==> src/rtl/pipe_stage_reg.sv <==
// Pipeline-stage register with valid/ready handshake, synchronous flush and an
// optional 2-entry skid buffer. Invalid slots present the BUBBLE payload downstream.
module pipe_stage_reg #(
    parameter int unsigned      WIDTH  = 64,
    parameter logic [WIDTH-1:0] BUBBLE = {WIDTH{1'b0}},
    parameter int unsigned      SKID   = 1
) (
    input  logic             clk,
    input  logic             rst,
    input  logic             flush,
    input  logic             in_valid,
    output logic             in_ready,
    input  logic [WIDTH-1:0] in_data,
    output logic             out_valid,
    input  logic             out_ready,
    output logic [WIDTH-1:0] out_data,
    output logic [1:0]       occupancy
);

    logic             main_valid_q, main_valid_d;
    logic             skid_valid_q, skid_valid_d;
    logic [WIDTH-1:0] main_data_q, main_data_d;
    logic [WIDTH-1:0] skid_data_q, skid_data_d;
    logic             main_free;
    logic             in_xfer;

    assign main_free = ~main_valid_q | out_ready;

    // With the skid entry, in_ready depends only on held state (plus flush).
    always_comb begin
        if (SKID != 0) begin
            in_ready = ~skid_valid_q & ~flush;
        end else begin
            in_ready = main_free & ~flush;
        end
    end

    assign in_xfer = in_valid & in_ready;

    always_comb begin
        main_valid_d = main_valid_q;
        main_data_d  = main_data_q;
        skid_valid_d = skid_valid_q;
        skid_data_d  = skid_data_q;
        if (flush) begin
            main_valid_d = 1'b0;
            main_data_d  = BUBBLE;
            skid_valid_d = 1'b0;
            skid_data_d  = BUBBLE;
        end else if (SKID == 0) begin
            if (in_ready) begin
                main_valid_d = in_xfer;
                main_data_d  = in_xfer ? in_data : BUBBLE;
            end
        end else if (main_free) begin
            if (skid_valid_q) begin
                main_valid_d = 1'b1;
                main_data_d  = skid_data_q;
                skid_valid_d = in_xfer;
                skid_data_d  = in_xfer ? in_data : BUBBLE;
            end else begin
                main_valid_d = in_xfer;
                main_data_d  = in_xfer ? in_data : BUBBLE;
            end
        end else if (in_xfer) begin
            skid_valid_d = 1'b1;
            skid_data_d  = in_data;
        end
    end

    always_ff @(posedge clk or posedge rst) begin
        if (rst) begin
            main_valid_q <= 1'b0;
            main_data_q  <= BUBBLE;
            skid_valid_q <= 1'b0;
            skid_data_q  <= BUBBLE;
        end else begin
            main_valid_q <= main_valid_d;
            main_data_q  <= main_data_d;
            skid_valid_q <= skid_valid_d;
            skid_data_q  <= skid_data_d;
        end
    end

    assign out_valid = main_valid_q;
    assign out_data  = main_valid_q ? main_data_q : BUBBLE;
    assign occupancy = {1'b0, main_valid_q} + {1'b0, skid_valid_q};

endmodule

==> config.mk <==
export PLATFORM = sky130hd
export DESIGN_NAME = pipe_stage_reg
export DESIGN_NICKNAME = d
export VERILOG_FILES = /design/src/rtl/pipe_stage_reg.sv
export SDC_FILE = /design/constraint.sdc
export NUM_CORES = 1
export LEC_CHECK = 0
export ABC_AREA = 1
export BUFFER_PORTS_ARGS = -buffer_cell sky130_fd_sc_hd__buf_4
export CORE_MARGIN = 3
export CORE_UTILIZATION = 50
export DETAILED_ROUTE_END_ITERATION = 10
export PLACE_DENSITY = 0.76
export SLEW_MARGIN = 15
export SYNTH_ARGS = -nofsm -noshare
export SYNTH_HDL_FRONTEND = slang
export SYNTH_SLANG_ARGS = --single-unit
==> constraint.sdc <==
create_clock -name clk -period 3.7 [get_ports clk]
set_input_delay 0.185 -clock clk [delete_from_list [all_inputs] [get_ports clk]]
set_output_delay 0.185 -clock clk [all_outputs]
set_load 0.02 [all_outputs]
==> flow_metrics.env, run 1 <==
export IMPL_dp_hpwl_um=10600
export IMPL_cts_buffers=17
export IMPL_antenna_cells=0
export IMPL_core_region_area_mm2=0.0135
export IMPL_hp_class="input port to asynchronous set/reset pin"
export IMPL_grt_antenna_before_repair=0
export IMPL_drtIter0Drc=615
export IMPL_synth_xor_area_frac=0
export IMPL_slew_violations=0
export IMPL_io_buffers=136
export IMPL_irDropWorstVdd_v=0.000274
export IMPL_die_width_um=124
export IMPL_rsz0062_at_grt="false"
export IMPL_clk_latency_ns=0.42
export IMPL_tightest_slew_ns=1.01
export IMPL_fin_crit_ns=2.59
export IMPL_synth_cells=1057
export IMPL_drive_above_1_share=0.159
export IMPL_routed_via_count=6774
export IMPL_dr_pass1_iters=5
export IMPL_h_tree_depth=4
export IMPL_wirelength_um=18000
export IMPL_clock_path_buffers=2
export IMPL_period_share=0.700
export IMPL_grt_start_max_net_pins=97
export IMPL_synth_fa_ha_area_frac=0.00180
export IMPL_seqCellArea_mm2=0.00325
export IMPL_critPathCaptureType="flip-flop"
export IMPL_num_rows=42
export IMPL_grt_pass1_wl_um=29700
export IMPL_path_class="input port to flip-flop"
export IMPL_slowest_delay_ns=0.69
export IMPL_nNetsFinal=1220
export IMPL_leakagePower_nw=5.38
export IMPL_tns_ns=0
export IMPL_grt_util_met2=0.390
export IMPL_initial_core_util=0.518
export IMPL_synth_nets=1127
export IMPL_syn2layout_area_growth_pct=24.0
export IMPL_status="finished clean"
export IMPL_crit_chain="dlygate4sd3_1 -> buf_4 -> inv_2 -> nand3_2 -> a21oi_4 -> buf_4 -> nand2_1 -> nand2_1"
export IMPL_cts_root_buf="clkbuf_16"
export IMPL_gp_congestion=0.769
export IMPL_cp_data_required_time_ns=4.06
export IMPL_die_y_um=124
export IMPL_wl_per_cell_um=13.5
export IMPL_setup_viol=0
export IMPL_gr_total_overflow=0
export IMPL_met3_usage=0.0441
export IMPL_p_per_area_mw_per_mm2=427
export IMPL_cp_start_kind="input port"
export IMPL_clk_pin_slew_ns=0.05
export IMPL_synth_compound_area_share=0.0952
export IMPL_grtUsageTotal=0.243
export IMPL_numClockSinks=130
export IMPL_syn_area_per_cell_um2=6.59
export IMPL_crit_arrival_ns=2.95
export IMPL_critPathSlowestCell="a21oi_4"
export IMPL_max_cap_viol_count=0
export IMPL_io_pins=137
export IMPL_synth_warning_count=0
export IMPL_maxSlewHeadroom=0.325
export IMPL_multi_input_area_mm2=0.00314
export IMPL_drc=0
export IMPL_ys_types=16
export IMPL_syn_cell_area_mm2=0.00696
export IMPL_power_mw=3.69
export IMPL_path_max_fanout=37
export IMPL_busiest_layer="met2"
export IMPL_ys_ff_latch=130
export IMPL_hold_violations=0
export IMPL_skew_ns=0.00391
export IMPL_synth_mux_area_frac=0
export IMPL_fmax_mhz=386
export IMPL_synth_simple_area_share=0.350
export IMPL_ant_nets=0
export IMPL_final_fill_count=1301
export IMPL_ys_seq_area_frac=0.467
export IMPL_dieArea_mm2=0.0154
export IMPL_vias_per_cell=5.06
export IMPL_cts_tree="done"
export IMPL_grt_use_met1=0.329
export IMPL_synth_top_family_by_area="simple AND/OR/NAND/NOR gates"
export IMPL_grt_pass1_vias=6326
## sequential cells by signal (all words and copies together) (netlist names)
register	flops
main_data_q	64
skid_valid_q	1
skid_data_q	64
out_valid	1
## placed cells by master, fill, tap and decap left out
cell type and n:
a211oi_1 1, a21oi_1 64, a21oi_4 1, a31oi_1 1, buf_12 2, buf_4 145, bufinv_16 2, clkbuf_1 5
clkbuf_16 17, clkbuf_8 7, clkinv_2 2, dfrtp_1 129, dfrtp_2 1, dlygate4sd3_1 1, ha_1 1, inv_1 68
inv_2 2, inv_4 1, nand2_1 514, nand2_2 3, nand3_2 1, nor2_1 130, nor2_4 1, o21ai_0 64
## area by class of cell
cell class / count / share of cell area
timing repair buffer: 148 / 0.132
clock buffer: 29 / 0.0626
sequential: 130 / 0.377
clock inverter: 3 / 0.00754
tap: 176 / 0.0255
inverter: 72 / 0.0317
multi-input combinational: 781 / 0.364
## worst paths after layout
| check | start | end | slack (ns) | depth (start not counted) |
|---|---|---|---|---|
| max in group asynchronous | rst | out_valid$_DFFE_PP0P_ | 2.84 | 3 |
| max reg2reg | skid_valid_q$_DFFE_PP0P_ | skid_data_q[18]$_DFFE_PP0P_ | 1.16 | 8 |
| min reg2reg | skid_data_q[38]$_DFFE_PP0P_ | skid_data_q[38]$_DFFE_PP0P_ | 0.47 | 2 |
| max | flush | skid_data_q[35]$_DFFE_PP0P_ | 1.11 | 8 |
| min | rst | main_data_q[44]$_DFFE_PP0P_ | 0.02 | 2 |
| min in group clk | in_data[28] | skid_data_q[28]$_DFFE_PP0P_ | 0.12 | 5 |
## critical path: cells and delay by family
family                 cells  cell delay, ns
AOI/OAI and AO/OA          1            0.69
buffers and inverters      4            1.67
and+or+nand+nor            3            0.38
## where the power goes
group | leakage, nW | switching [mW] | internal (mW) | total (mW)
clock | 0.298 | 0.594 | 1.12 | 1.71
combinational | 3.31 | 0.295 | 0.149 | 0.444
sequential | 1.77 | 0.0391 | 1.49 | 1.53
## synth_stat cells
library cell / number / area share
nand2_2: 1 / 0.00090
o21ai_0: 64 / 0.046
clkbuf_1: 29 / 0.016
ha_1: 1 / 0.0018
buf_1: 8 / 0.0043
a21oi_1: 64 / 0.046
inv_1: 69 / 0.037
dfrtp_1: 130 / 0.47
a21oi_2: 1 / 0.0013
a31oi_1: 1 / 0.00090
buf_2: 37 / 0.027
inv_2: 3 / 0.0016
nand3_1: 1 / 0.00072
nor2_1: 131 / 0.071
nand2_1: 516 / 0.28
a211oi_1: 1 / 0.0011
## stage by stage
stage	utilization	instances	cell area [um2]	setup WS [ns]	hold WS, ns
after floorplan	-	1057	6960	0.0457	0.248
after global placement	0.596	1306	8020	1.18	0.392
after detailed placement	0.596	1306	8020	1.15	0.399
after CTS	0.642	1339	8630	1.12	0.0543
after global routing	0.642	1339	8630	0.893	0.101
final	0.642	1339	8630	1.11	0.0151
## what timing repair did
action / CTS / global route
buffers inserted: 0 / 0
gates resized for setup: 0 / 0
hold endpoints to repair: 2 / 0
hold buffers: 1 / 0
setup endpoints to repair: 0 / 0
## kinds of logic after synthesis
logic type | count (synthesis)
AOI/OAI and AO/OA | 131
adders and majority gates | 1
buffers and inverters | 146
DFF | 130
and+or+nand+nor | 649
## per-layer routing
layer | vias up | wire (um)
li1 | 3382 | -
met1 | 3134 | 8130
met2 | 230 | 8540
met3 | 28 | 1020
met4 | 0 | 338
met5 | - | 0
No activity file was read; power rests on OpenSTA's default activity.
==> run 2: changes to the inputs <==
CORE_UTILIZATION = 56   (was 50)
PLACE_DENSITY = 0.81   (was 0.76)
clock period = 2.5 ns   (was 3.7 ns; I/O delays follow)
==> flow_metrics.env, run 2 (same netlist as run 1, synthesis figures left out) <==
export IMPL_status="finished clean"
export IMPL_cp_data_required_time_ns=2.86
export IMPL_irDropWorstVdd_v=0.000456
export IMPL_io_buffers=136
export IMPL_fin_crit_ns=1.96
export IMPL_h_tree_depth=4
export IMPL_crit_top_cell="buf_4"
export IMPL_cts_root_buf="clkbuf_16"
export IMPL_gr_total_overflow=0
export IMPL_path_max_fanout=65
export IMPL_critPathSlowestCell="buf_4"
export IMPL_p_int_mw=4.04
export IMPL_p_per_area_mw_per_mm2=621
export IMPL_crit_arrival_ns=2.31
export IMPL_clock_path_buffers=2
export IMPL_syn2layout_area_growth_pct=24.9
export IMPL_grt_pass1_vias=6637
export IMPL_reg_largest_list="main_data_q x64, skid_data_q x64"
export IMPL_postLayoutSetupSlackWorst_ns=0.542
export IMPL_min_to="skid_data_q[37]$_DFFE_PP0P_"
export IMPL_cts_buffers=17
export IMPL_num_rows=40
export IMPL_leakagePower_nw=5.42
export IMPL_layout_common_cells="nand2_1 (514), buf_4 (152), nor2_1 (130)"
export IMPL_critical_path_top_delay_family="buffers and inverters"
export IMPL_cp_start_kind="input port"
export IMPL_maxSlewHeadroom=0.470
export IMPL_wl_per_cell_um=13.5
export IMPL_drtIter0Drc=826
export IMPL_slew_violations=0
export IMPL_crit_chain="dlygate4sd3_1 -> buf_4 -> inv_2 -> buf_4 -> nand2_2 -> buf_4 -> nor2_1 -> nand2_1 -> nand2_1"
export IMPL_period_share=0.783
export IMPL_clk_pin_slew_ns=0.05
export IMPL_ant_nets=0
export IMPL_hold_violations=0
export IMPL_grtUsageTotal=0.272
export IMPL_drive_above_1_share=0.167
export IMPL_cts_tree="done"
export IMPL_reg2reg_slack_ns=0.69
export IMPL_pwr_share_seq=0.421
export IMPL_dp_slack_ns=0.703
export IMPL_die_y_um=118
export IMPL_final_fill_count=1015
export IMPL_r2r_start="out_valid$_DFFE_PP0P_"
export IMPL_min_from="in_data[37]"
export IMPL_wirelength_um=18100
export IMPL_r2r_cells=7
export IMPL_combPwrFrac=0.125
export IMPL_gp_congestion=0.817
export IMPL_hp_class="input port to flip-flop"
export IMPL_grt_start_max_net_pins=131
export IMPL_skew_ns=0.00535
export IMPL_antenna_cells=0
export IMPL_dp_hpwl_um=10700
export IMPL_drc=0
export IMPL_core_region_area_mm2=0.0121
export IMPL_worst_path_buf_inv=5
export IMPL_fmax_mhz=511
export IMPL_nNetsFinal=1229
export IMPL_tightest_slew_ns=0.795
export IMPL_tns_ns=0
export IMPL_path_class="input port to flip-flop"
export IMPL_initial_core_util=0.577
export IMPL_dieArea_mm2=0.0138
export IMPL_grt_antenna_before_repair=0
export IMPL_holdPathStages=5
export IMPL_r2r_end="skid_data_q[21]$_DFFE_PP0P_"
export IMPL_critPathCaptureType="flip-flop"
export IMPL_setup_viol=0
export IMPL_rsz0062_at_grt="false"
export IMPL_clkPwrFrac=0.454
export IMPL_dr_pass1_iters=5
export IMPL_power_switching_mw=1.35
export IMPL_routed_via_count=6897
export IMPL_layout_commonest_cell="nand2_1"
export IMPL_die_width_um=118
export IMPL_cts_setup_buffers=0
export IMPL_numClockSinks=130
export IMPL_switching_share=0.251
export IMPL_io_pins=137
export IMPL_grt_pass1_wl_um=31200
export IMPL_vias_per_cell=5.15
export IMPL_slowest_delay_ns=0.59
export IMPL_max_cap_viol_count=0
export IMPL_clk_latency_ns=0.41
[run 2: changes by cell type in the layout (fill, tap and decap cells not counted), sizes merged]
cell	delta
buf	+8
bufinv	-1
clkbuf	-1
dlygate4sd3	+1
clkinvlp	+1
clkinv	+1
inv	-1
[run 2: layout make-up]
class                   count  area, um2  area share
well taps                 168        210      0.0242
multi-input cells         781       3140       0.361
flip-flops and latches    130       3250       0.374
clock inverters             3       40.0     0.00460
clock buffers              28        557      0.0640
repair buffers            157       1220       0.140
inverters                  72        275      0.0316
[run 2: worst reg2reg max path: cells and delay by family (launching register included)]
| kind | cells | cell delay (ns) |
|---|---|---|
| and+or+nand+nor | 4 | 0.64 |
| AOI/OAI and AO/OA | 1 | 0.11 |
| buffers and inverters | 2 | 0.56 |
| DFF | 1 | 0.38 |
[run 2: worst max-delay path by stage]
| stage | endpoint | start | cells past startpoint | slack [ns] |
|---|---|---|---|---|
| detailed placement | skid_data_q[29]$_DFFE_PP0P_ | out_valid$_DFFE_PP0P_ | 7 | 0.70 |
| finish | main_data_q[45]$_DFFE_PP0P_ | flush | 9 | 0.54 |
| floorplan | main_data_q[0]$_DFFE_PP0P_ | rst | 1 | 0.77 |
| global placement | skid_data_q[18]$_DFFE_PP0P_ | out_valid$_DFFE_PP0P_ | 7 | 0.78 |
| global route | main_data_q[21]$_DFFE_PP0P_ | flush | 9 | 0.44 |
| CTS | main_data_q[45]$_DFFE_PP0P_ | flush | 9 | 0.60 |
[run 2: timing repair]
item,CTS,global route
endpoints found under the setup margin,0,0
hold buffers,2,0
endpoints found under the hold margin,132,0
gates resized for setup,0,0
[run 2: power groups by stage]
stage               Sequential [mW]  Combinational [mW]  Clock (mW)
floorplan                      2.29               0.425           0
global placement               2.30               0.660           0
detailed placement             2.30               0.668           0
CTS                            2.27               0.676        2.48
global route                   2.28               0.763        2.59
finish                         2.27               0.672        2.45
[run 2: metal layers]
metal | wire [um] | global-route usage | vias up
met2 | 8830 | 0.446 | 253
met5 | 0 | 0 | -
li1 | - | - | 3393
met3 | 1160 | 0.0524 | 24
met4 | 325 | 0.100 | 0
met1 | 7810 | 0.362 | 3227
[run 2: metrics by stage]
stage | hold slack, ns | total power, mW | instances | instance area (um2) | util
final | 0.0550 | 5.40 | 1339 | 8700 | 0.721
after global placement | 0.334 | 2.96 | 1306 | 8080 | 0.670
after global routing | 0.0696 | 5.64 | 1339 | 8700 | 0.721
after CTS | 0.0452 | 5.43 | 1339 | 8700 | 0.721
after detailed placement | 0.330 | 2.97 | 1306 | 8080 | 0.670
after floorplan | 0.188 | 2.72 | 1057 | 6970 | -
